===== config.mk =====
export PLATFORM = sky130hd
export DESIGN_NAME = onchip_mem_stream_reader
export DESIGN_NICKNAME = d
export VERILOG_FILES = /design/src/rtl/onchip_mem_pkg.sv /design/src/rtl/stream_sync_fifo.sv /design/src/rtl/onchip_mem_stream_reader.sv
export SDC_FILE = /design/constraint.sdc
export NUM_CORES = 1
export LEC_CHECK = 0
export CORE_MARGIN = 3
export CORE_UTILIZATION = 33
export DETAILED_ROUTE_END_ITERATION = 16
export SYNTH_ARGS = -nofsm -noshare
export SYNTH_HDL_FRONTEND = slang
export SYNTH_SLANG_ARGS = --single-unit

===== constraint.sdc =====
create_clock -name clk -period 4.8 [get_ports clk]
set_input_delay 1.44 -clock clk [delete_from_list [all_inputs] [get_ports clk]]
set_output_delay 1.44 -clock clk [all_outputs]
set_load 0.02 [all_outputs]

===== src/rtl/onchip_mem_pkg.sv =====
// ---------------------------------------------------------------------------
// onchip_mem_pkg
// Shared constants and types for the on-chip RAM stream reader.
//   DATA_W / ADDR_W / MEM_DEPTH / CNT_W : RAM geometry and count width
//   rd_state_e    : reader FSM states
//   stream_word_t : one buffered stream beat (data + last marker)
//   addr_step()   : next RAM word address; wraps at MEM_DEPTH only when
//                   ONCHIP_MEM_STREAM_READER_WRAP_EN is defined
// ---------------------------------------------------------------------------
package onchip_mem_pkg;

  localparam int DATA_W    = 256;
  localparam int ADDR_W    = 12;
  localparam int MEM_DEPTH = 4000;
  localparam int CNT_W     = 13;

  // Packed beat width: data bits plus the last flag.
  localparam int STREAM_W  = DATA_W + 1;

  typedef enum logic [1:0] {
    ST_IDLE  = 2'd0,
    ST_RUN   = 2'd1,
    ST_DRAIN = 2'd2
  } rd_state_e;

  typedef struct packed {
    logic [DATA_W-1:0] data;
    logic              last;
  } stream_word_t;

  function automatic logic [ADDR_W-1:0] addr_step(input logic [ADDR_W-1:0] a);
`ifdef ONCHIP_MEM_STREAM_READER_WRAP_EN
    return (a == ADDR_W'(MEM_DEPTH - 1)) ? '0 : a + ADDR_W'(1);
`else
    return a + ADDR_W'(1);
`endif
  endfunction

endpackage


===== src/rtl/stream_sync_fifo.sv =====
// ---------------------------------------------------------------------------
// stream_sync_fifo
// Synchronous FIFO with occupancy count; head entry is visible on pop_data
// without a read strobe (first-word fall-through).
//   clk, reset_n : clock, synchronous active-low reset (empties the FIFO)
//   push, push_data : write strobe / data; accepted when not full, or when
//                     full and popped in the same cycle
//   pop, pop_data   : consume head entry / head entry
//   count           : current number of stored entries
// ---------------------------------------------------------------------------
module stream_sync_fifo #(
  parameter  int WIDTH = 8,
  parameter  int DEPTH = 2,
  localparam int PTR_W = (DEPTH > 1) ? $clog2(DEPTH) : 1,
  localparam int CW    = $clog2(DEPTH + 1)
) (
  input  logic             clk,
  input  logic             reset_n,
  input  logic             push,
  input  logic [WIDTH-1:0] push_data,
  input  logic             pop,
  output logic [WIDTH-1:0] pop_data,
  output logic [CW-1:0]    count
);

  logic [WIDTH-1:0] mem_q [DEPTH];
  logic [WIDTH-1:0] mem_d [DEPTH];
  logic [PTR_W-1:0] wr_ptr_q, wr_ptr_d;
  logic [PTR_W-1:0] rd_ptr_q, rd_ptr_d;
  logic [CW-1:0]    count_q, count_d;
  logic             do_push, do_pop;

  function automatic logic [PTR_W-1:0] ptr_inc(input logic [PTR_W-1:0] p);
    return (p == PTR_W'(DEPTH - 1)) ? '0 : p + PTR_W'(1);
  endfunction

  always_comb begin
    do_pop   = pop && (count_q != '0);
    // A full FIFO still takes a push when the head leaves this cycle.
    do_push  = push && ((count_q != CW'(DEPTH)) || do_pop);
    mem_d    = mem_q;
    wr_ptr_d = wr_ptr_q;
    rd_ptr_d = rd_ptr_q;
    count_d  = count_q;
    if (do_push) begin
      mem_d[wr_ptr_q] = push_data;
      wr_ptr_d        = ptr_inc(wr_ptr_q);
    end
    if (do_pop) begin
      rd_ptr_d = ptr_inc(rd_ptr_q);
    end
    case ({do_push, do_pop})
      2'b10:   count_d = count_q + CW'(1);
      2'b01:   count_d = count_q - CW'(1);
      default: count_d = count_q;
    endcase
  end

  always_ff @(posedge clk) begin
    if (!reset_n) begin
      for (int i = 0; i < DEPTH; i++) begin
        mem_q[i] <= '0;
      end
      wr_ptr_q <= '0;
      rd_ptr_q <= '0;
      count_q  <= '0;
    end else begin
      mem_q    <= mem_d;
      wr_ptr_q <= wr_ptr_d;
      rd_ptr_q <= rd_ptr_d;
      count_q  <= count_d;
    end
  end

  assign pop_data = mem_q[rd_ptr_q];
  assign count    = count_q;

endmodule


===== src/rtl/onchip_mem_stream_reader.sv =====
// ---------------------------------------------------------------------------
// onchip_mem_stream_reader
// Avalon-style read master for the 256-bit on-chip RAM (1-cycle read
// latency). A start command reads word_count consecutive words from
// base_addr and forwards them on a valid/ready stream. Reads are issued only
// when a FIFO slot is guaranteed for the returning word, so backpressure
// never drops data.
//
// Optional build macro: ONCHIP_MEM_STREAM_READER_WRAP_EN
//   defined   : addresses wrap MEM_DEPTH-1 -> 0; err only on
//               base_addr >= MEM_DEPTH or word_count > MEM_DEPTH
//   undefined : err when base_addr >= MEM_DEPTH or
//               base_addr + word_count > MEM_DEPTH
//
// Ports
//   clk, reset_n          : clock, synchronous active-low reset
//   start, base_addr,
//   word_count            : command strobe and run description
//   busy, done, err       : run active, completion pulse, reject pulse
//   mem_*                 : RAM read port (write tied off)
//   out_data, out_valid,
//   out_ready, out_last   : output stream
//
// state    | meaning
// ---------+---------------------------------------------------------------
// ST_IDLE  | waiting for start; validates command
// ST_RUN   | issuing reads while FIFO credit is available
// ST_DRAIN | all reads issued; waiting for FIFO and read pipe to empty
// ---------------------------------------------------------------------------
module onchip_mem_stream_reader
  import onchip_mem_pkg::*;
#(
  parameter int FIFO_DEPTH = 2
) (
  input  logic                clk,
  input  logic                reset_n,
  input  logic                start,
  input  logic [ADDR_W-1:0]   base_addr,
  input  logic [CNT_W-1:0]    word_count,
  output logic                busy,
  output logic                done,
  output logic                err,
  output logic [ADDR_W-1:0]   mem_address,
  output logic                mem_chipselect,
  output logic                mem_write,
  output logic [DATA_W/8-1:0] mem_byteenable,
  output logic                mem_clken,
  input  logic [DATA_W-1:0]   mem_readdata,
  output logic [DATA_W-1:0]   out_data,
  output logic                out_valid,
  input  logic                out_ready,
  output logic                out_last
);

  localparam int FCW = $clog2(FIFO_DEPTH + 1);
  localparam int CRW = FCW + 1;

  rd_state_e          state_q, state_d;
  logic [ADDR_W-1:0]  addr_q, addr_d;
  logic [CNT_W-1:0]   remaining_q, remaining_d;
  logic               inflight_q, inflight_d;
  logic               inflight_last_q, inflight_last_d;
  logic               done_q, done_d;
  logic               err_q, err_d;

  logic [FCW-1:0]     fifo_count;
  stream_word_t       push_word;
  stream_word_t       head_word;
  logic               pop;
  logic               issue;
  logic               can_issue;
  logic               drained;
  logic               range_bad;
  logic [CRW-1:0]     used_slots;
  logic [CRW-1:0]     slot_cap;

  stream_sync_fifo #(
    .WIDTH (STREAM_W),
    .DEPTH (FIFO_DEPTH)
  ) u_fifo (
    .clk       (clk),
    .reset_n   (reset_n),
    .push      (inflight_q),
    .push_data (push_word),
    .pop       (pop),
    .pop_data  (head_word),
    .count     (fifo_count)
  );

  always_comb begin
    push_word.data = mem_readdata;
    push_word.last = inflight_last_q;
  end

  assign out_valid = (fifo_count != '0);
  assign pop       = out_valid && out_ready;
  assign out_data  = head_word.data;
  assign out_last  = head_word.last;

  // Credit: slots not already owned by stored or in-flight words. A pop this
  // cycle frees its slot for this cycle's issue, which is what sustains one
  // read per clock under full throughput.
  always_comb begin
    used_slots = CRW'(fifo_count) + CRW'(inflight_q);
    slot_cap   = CRW'(FIFO_DEPTH) + CRW'(pop);
    can_issue  = (used_slots < slot_cap);
  end

  // Finishing looks one cycle ahead: if the last buffered word leaves now,
  // done lands in the cycle right after that handshake.
  assign drained = !inflight_q &&
                   ((fifo_count == '0) || ((fifo_count == FCW'(1)) && pop));

`ifdef ONCHIP_MEM_STREAM_READER_WRAP_EN
  always_comb begin
    range_bad = (base_addr >= ADDR_W'(MEM_DEPTH)) ||
                (word_count > CNT_W'(MEM_DEPTH));
  end
`else
  logic [CNT_W:0] range_end;

  always_comb begin
    range_end = (CNT_W+1)'(base_addr) + (CNT_W+1)'(word_count);
    range_bad = (base_addr >= ADDR_W'(MEM_DEPTH)) ||
                (range_end > (CNT_W+1)'(MEM_DEPTH));
  end
`endif

  always_comb begin
    state_d         = state_q;
    addr_d          = addr_q;
    remaining_d     = remaining_q;
    done_d          = 1'b0;
    err_d           = 1'b0;
    issue           = 1'b0;
    case (state_q)
      ST_IDLE: begin
        if (start) begin
          if (range_bad) begin
            err_d = 1'b1;
          end else if (word_count == '0) begin
            done_d = 1'b1;
          end else begin
            addr_d      = base_addr;
            remaining_d = word_count;
            state_d     = ST_RUN;
          end
        end
      end
      ST_RUN: begin
        if (can_issue) begin
          issue       = 1'b1;
          addr_d      = addr_step(addr_q);
          remaining_d = remaining_q - CNT_W'(1);
          if (remaining_q == CNT_W'(1)) begin
            state_d = ST_DRAIN;
          end
        end
      end
      ST_DRAIN: begin
        if (drained) begin
          done_d  = 1'b1;
          state_d = ST_IDLE;
        end
      end
      default: begin
        state_d = ST_IDLE;
      end
    endcase
    inflight_d      = issue;
    inflight_last_d = issue && (remaining_q == CNT_W'(1));
  end

  always_ff @(posedge clk) begin
    if (!reset_n) begin
      state_q         <= ST_IDLE;
      addr_q          <= '0;
      remaining_q     <= '0;
      inflight_q      <= 1'b0;
      inflight_last_q <= 1'b0;
      done_q          <= 1'b0;
      err_q           <= 1'b0;
    end else begin
      state_q         <= state_d;
      addr_q          <= addr_d;
      remaining_q     <= remaining_d;
      inflight_q      <= inflight_d;
      inflight_last_q <= inflight_last_d;
      done_q          <= done_d;
      err_q           <= err_d;
    end
  end

  assign busy           = (state_q != ST_IDLE);
  assign done           = done_q;
  assign err            = err_q;
  assign mem_address    = addr_q;
  assign mem_chipselect = issue;
  assign mem_write      = 1'b0;
  assign mem_byteenable = '1;
  assign mem_clken      = 1'b1;

endmodule


== Word-level counts from Yosys, hierarchy flattened ==
Index checks and enable logic that the tools add are counted.
Operators by class
  bitwise gates (word level): 2
  reductions and logical operators: 21
  $add $sub $neg: 9
  $lt $le $gt $ge: 6
  equality and inequality tests: 13
  muxes and demuxes: 34
Operator list (count)
  257-bit two-way mux: 4
  514-bit bitwise mux: 1
  257-bit demux with 1-bit select: 1
  13-bit two-way mux: 4
  12-bit two-way mux: 4
  13-bit one-hot mux with 2 select lines: 1
  12-bit one-hot mux with 2 select lines: 1
  12-bit by 13-bit adder with 14-bit output: 1
  14-bit by 12-bit > comparator with 1-bit output (second input constant): 1
  2-bit != test (second input constant): 7
  13-bit by 1-bit == test with 1-bit output (second input constant): 1
  13-bit logical NOT: 1
  13-bit by 1-bit subtractor with 13-bit output (second input constant): 1
  12-bit by 1-bit adder with 12-bit output (second input constant): 1
  12-bit greater-or-equal comparator (second input constant): 1
  2-bit two-way mux: 6
  1-bit two-way mux: 9
  2-bit nonzero test: 4
  1-bit logical AND: 7
  2-bit by 1-bit == test with 1-bit output (second input constant): 3
  2-bit one-hot mux with 3 select lines: 1
  6-bit AND reduction: 1
  5-bit AND reduction: 1
  2-bit == test (second input constant): 2
  15 further kinds: 21
Word-level totals
  word-level logic and storage cells: 97
  register bits after elaboration: 549

== Longest topological paths before layout ==
Gate-level depths: netlist (run 1).
  word-level depth: 7
  mapped depth: 12
  gate-level depth less buffers: 11

== Hierarchy ==
A second synthesis (run 1) with hierarchy kept.
Second synthesis, totals
  cell total of the unflattened synthesis: 2602
  area total of the unflattened synthesis: 25285.5 um^2
Modules (own cells, without submodules)
  stream_sync_fifo: times used 1, seq. area each 10369.9 um^2, cells an instance 2249, area each 22472.8 um^2
  onchip_mem_stream_reader: times used 1, seq. area each 620.6 um^2, cells an instance 353, area each 2812.7 um^2

== Worst setup path after synthesis (run 1) ==
No wires, ideal clock.
  path type: input-to-reg
  from: input port base_addr[0]
  to: register addr_q[10], in the netlist mem_address[10]
  data arrival time: 3.848 ns
  required time: 4.661 ns
  setup time: 0.139 ns
  stages: 12
  setup slack: 0.814 ns
  path through: ha_1 inv_1 fa_1 nand2b_1 a211oi_2 nor2_1 a311oi_1 and4bb_2 a41o_2 buf_2 o2111ai_2 o311ai_4
Between the ends
  cells in the longest elaborated chain, start to end: 5
RTL lines
  start, declared: RTL line onchip_mem_stream_reader.sv:38  | input logic [ADDR_W-1:0] base_addr,
  12-bit by 13-bit adder with 14-bit output: RTL line onchip_mem_stream_reader.sv:123  | range_end = (CNT_W+1)'(base_addr) + (CNT_W+1)'(word_count);
  14-bit by 12-bit > comparator with 1-bit output: RTL line onchip_mem_stream_reader.sv:125  | (range_end > (CNT_W+1)'(MEM_DEPTH));
  1-bit logical OR *: RTL line onchip_mem_stream_reader.sv:124  | range_bad = (base_addr >= ADDR_W'(MEM_DEPTH)) ||
  2-bit != test (no source line) *
  5-bit AND reduction (no source line) *
  end signal, assigned: RTL line onchip_mem_stream_reader.sv:185  | addr_q <= addr_d;
  end, declared: RTL line onchip_mem_stream_reader.sv:59  | logic [ADDR_W-1:0] addr_q, addr_d;
Every way passes the cells marked *; elsewhere a longest branch is shown, timed or not.
A chain may end at the register's enable or synchronous reset.

== Final worst setup path (run 1) ==
  from: input port out_ready
  to: output port mem_chipselect
Between the ends
  cells in the longest elaborated chain, start to end: 5
RTL lines
  start, declared: RTL line onchip_mem_stream_reader.sv:51  | input logic out_ready,
  1-bit logical AND: RTL line onchip_mem_stream_reader.sv:96  | assign pop = out_valid && out_ready;
  2-bit by 1-bit adder with 3-bit output: RTL line onchip_mem_stream_reader.sv:105  | slot_cap = CRW'(FIFO_DEPTH) + CRW'(pop);
  3-bit less-than comparator: RTL line onchip_mem_stream_reader.sv:106  | can_issue = (used_slots < slot_cap);
  1-bit two-way mux: RTL line onchip_mem_stream_reader.sv:151  | if (can_issue) begin
  1-bit two-way mux: RTL line onchip_mem_stream_reader.sv:136  | case (state_q)
  end, declared: RTL line onchip_mem_stream_reader.sv:44  | output logic mem_chipselect,
Every way passes these cells.

==> summary by stage, run 1 <==
Worst hold path
The worst hold path begins at u_fifo.mem_q[319]. The worst hold path terminates at u_fifo.mem_q[319]. The worst hold path class is flip-flop to flip-flop. The worst hold path was traced through 2 stages.

Pwr
For this design the static power due to leakage is 11.1 nW. The design draws 12.6 mW. The worst-case vdd ir drop is 0.300 mV. Power spread over the standard cell area amounts to 392 nW/um^2.

Floorplan
The count of pins on the block boundary is 593. The region available for standard cell placement spans 70400 sq um. The die area is 74800 sq um. The y dimension of the die is 273 um. After floorplanning, the core was divided into 97 placement rows.

Measured along the x axis, the die boundary spans 273 um. The initial core utilization is 0.335.

Critical path
The worst setup path is of the input port to output port kind. For the worst flop-to-flop path, the logic depth is 11. The data arrival time of the critical path is 3.15 ns.

The nature of the critical path startpoint is an input port. STA classifies the critical path endpoint as an output port. The cell that appears most often on the critical path is sky130_fd_sc_hd__clkdlybuf4s50_1. Traced cell by cell, the critical path runs through clkdlybuf4s50_1 -> nand2b_1 -> o21a_1 -> nor2_1 -> nand2_1 -> inv_1 -> clkdlybuf4s50_1.

The startpoint of the worst-slack reg-to-reg timing path is u_fifo.count[0]. The slowest cell on the critical path is sky130_fd_sc_hd__clkdlybuf4s50_1. The maximum fanout encountered on the critical timing path is 3.

In this design, the stage delay of the slowest critical-path cell is 0.62 ns. In this run the critical register-to-register path is captured at u_fifo.mem_q[387]. The register-to-register setup slack is 2.27 ns. At the worst endpoint, the required time is 3.36 ns.

STA
The minimum period implied by the final worst setup slack is 4.59 ns. The relative max-transition margin is 0.281. Setup repair after global routing left no endpoint under its margin.

The ratio of final minimum period to clock period is 0.956. After layout, the worst setup slack is 0.212 ns. The number of endpoints with negative hold slack in the final report came to 0. Setup violations remaining at the end of the flow were counted as 0.

The setup TNS is 0 ns. The clock skew after layout is 0.0313 ns. The worst hold-check slack is 0.450 ns. The peak clock frequency supported by timing is 218 MHz. The slew at the pin with the worst max-slew slack is 1.08 ns. The max-slew violation count is 0.

Synth
Sorting the synthesized cells by area gives the leading types as sky130_fd_sc_hd__dfxtp_1, sky130_fd_sc_hd__nand2_1, sky130_fd_sc_hd__mux2_2, sky130_fd_sc_hd__a21oi_1, sky130_fd_sc_hd__clkbuf_1. The count of different cell masters after synthesis is 64. For this run, the register share of the synthesized area comes to 0.466. The area share of the largest cell type after synthesis is 0.466. Yosys printed 0 warnings. The top cell type by total area after synthesis is sky130_fd_sc_hd__dfxtp_1. The most frequently used flop master after synthesis is sky130_fd_sc_hd__dfxtp_1. The synthesized design contains 0 enable-type register cells. The cell area that synthesis handed to floorplanning was 23600 sq um. The instance count of the mapped netlist is 2934. The fraction of synthesis flops using an asynchronous set or reset pin is 0.

The synthesized area per cell is 8.04 sq um. Counting flops and latches in the post-synthesis netlist gives 549.

Clock tree
The root buffer cell chosen for the clock tree is sky130_fd_sc_hd__clkbuf_16. The clock passes through at most 3 buffers. TritonCTS created 60 clock buffers. Clock latency on the worst-skew pair, taken at its later pin, is 0.61 ns. The clock tree synthesis step divided the H-tree into 2 levels.

In this run the post-CTS setup repair buffer count came out at 0. The post-cts gate resize count is 0. The clock sink count is 549. The clock-pin slew reported for the worst setup and hold paths after clock tree synthesis is 0.06 ns. After clock tree synthesis, the flow added hold-fix buffers numbering 0. TritonCTS built the clock tree.

Global routing
Global routing finished with a remaining overflow of 0. For this run, the total global-route usage over all layers was measured as 0.187. The number of global-route vias before repair is 20092.

The initial antenna violation count is 9. The first global-routing pass estimated 114000 um of wire. Entering global routing, the biggest net connects 199 pins.

Final layout
The synthesis-to-finish area growth is 35.8%. The layout net count is 3679. The total area of multi-input combinational cells is 11600 sq um. Of the cells placed in the final design, the portion with a size suffix greater than 1 is 0.122. Registers take 11000 sq um. The final standard cell utilization of the core is 0.455. The number of fillers in the final layout is 6945.

Drt
In the final routed layout, each cell accounts on average for 17.1 um. In the routed design, unresolved DRC markers number 0. The met1 wire length is 32300 um. The routed wire length on met2 is 34400 um. The total vias in the final route is 21201. The final wirelength is 74600 um.

The first TritonRoute pass finished after 5 iterations. The ratio of routed vias to standard cells is 4.86. Once detail routing completed, the nets flagged for antenna violations numbered 0. Wire segments on met3 add up to 6070 um in the final route. For this block, the initial DRC count from the detailed router was 1226. The top layer reached by signal wires is met5.

Outcome
The flow ran to the end, and the final reports show no timing, DRC or antenna violations.

Place
Once detailed placement completed, the half-perimeter wirelength came to 48400 um. During placement, the flow inserted port buffers numbering 558. The post-place setup slack is 0.0929 ns. The routability-driven placement congestion ratio is 0.827.

Flow run
The reported max-cap violation count is 0.
-- per-stage QoR --
stage | std cells | instance area, sq um
after CTS | 4360 | 32000
after global routing | 4361 | 32000
final | 4366 | 32000
after detailed placement | 4250 | 29900
after global placement | 4250 | 29900
after floorplan | 2966 | 23700
-- power breakdown --
part,internal [mW],switching (mW)
Clock,2.90,1.92
Combinational,1.25,1.58
Sequential,4.77,0.148
-- synthesized netlist by cell type, types with 3 or more instances --
library cell                instances
sky130_fd_sc_hd__buf_4             34
sky130_fd_sc_hd__o32ai_1            3
sky130_fd_sc_hd__o311ai_1           4
sky130_fd_sc_hd__and2_1             3
sky130_fd_sc_hd__nor2_1            32
sky130_fd_sc_hd__a31oi_1            3
sky130_fd_sc_hd__nand2b_1           3
sky130_fd_sc_hd__a21oi_1          541
sky130_fd_sc_hd__o2111ai_1         14
sky130_fd_sc_hd__o31ai_1            3
sky130_fd_sc_hd__dfxtp_1          549
sky130_fd_sc_hd__nand4_1            4
sky130_fd_sc_hd__ha_1              21
sky130_fd_sc_hd__or3_1              6
sky130_fd_sc_hd__xor2_1             7
sky130_fd_sc_hd__nand3b_1           4
sky130_fd_sc_hd__nand3_1           18
sky130_fd_sc_hd__or2_2              3
sky130_fd_sc_hd__nor4_1             9
sky130_fd_sc_hd__inv_1             23
sky130_fd_sc_hd__mux2_2           258
sky130_fd_sc_hd__a211oi_1           6
sky130_fd_sc_hd__o21ai_0           15
sky130_fd_sc_hd__a21o_1             3
sky130_fd_sc_hd__buf_1              8
sky130_fd_sc_hd__buf_6              3
sky130_fd_sc_hd__nor3_1            19
sky130_fd_sc_hd__o21a_1             3
sky130_fd_sc_hd__clkbuf_1         205
sky130_fd_sc_hd__o221ai_1           3
sky130_fd_sc_hd__o211ai_1          13
sky130_fd_sc_hd__nand2_1         1067
sky130_fd_sc_hd__o311ai_0           7
-- logic make-up (layout without fill, tap and decap cells) --
logic type | Yosys count | after routing | synth area share
compound gates | 643 | 643 | 0.152
xor+xnor | 9 | 9 | 0.00334
fa+ha+maj | 22 | 22 | 0.0120
buf+inv | 277 | 731 | 0.0505
flops | 549 | 549 | 0.466
mux | 260 | 260 | 0.124
other cells | 2 | 40 | 0.000318
simple gates | 1172 | 1172 | 0.193
-- worst max-delay path by stage --
| stage | cells after the start | slack, ns | endpoint | start |
|---|---|---|---|---|
| 6_report | 7 | 0.21 | mem_chipselect | out_ready |
| 5_1_grt | 7 | 0.11 | mem_chipselect | out_ready |
| 4_1_cts | 7 | 0.21 | mem_chipselect | out_ready |
| 3_5_place_dp | 13 | 0.09 | mem_address[9] | base_addr[0] |
| 3_3_place_gp | 12 | 0.07 | mem_address[3] | base_addr[0] |
| 2_1_floorplan | 12 | 0.81 | mem_address[10] | base_addr[0] |
-- area by class of cell --
class                           instances  area share
Timing Repair Buffer                  596       0.191
Tap cell                              940      0.0367
Multi-Input combinational cell       2140       0.361
Sequential cell                       549       0.343
Inverter                               25     0.00316
Clock inverter                         23     0.00937
Clock buffer                           87      0.0557
Antenna cell                            6    0.000468
-- worst max-delay path, delay by kind of cell --
family                 cells  cell delay [ns]
AOI/OAI and AO/OA          1             0.17
buffers and inverters      3             1.20
and+or+nand+nor            3             0.33
-- routing by layer --
metal  vias to the layer above  GRT usage
met4                        10     0.0538
met3                       122     0.0560
li1                      10622          -
met5                         -          0
met1                      9882      0.242
met2                       565      0.300
-- cells in the final DEF, fill, tap and decap left out, drive strengths merged, types with 18 or more instances in the layout --
master and count:
dfxtp 549, nand2 1067, nand3 18, a21oi 543
inv 26, nor3 19, ha 21, buf 38
conb 34, nor2 32, clkbuf 87, clkdlybuf4s50 558
mux2 258
-- registers in the layout, summed over array words and instances, names as in the netlist, 2 cells and up --
signal	cells
u_fifo.mem_q	514
remaining_q	13
mem_address	12
state_q	2
u_fifo.count	2
(Power assumes the default switching activity.)
==> inputs of run 2 (changes only) <==
ABC_AREA = 0   (was not set)
==> results of run 2 <==
Final layout, timing and power as in run 1 (identical DEF).
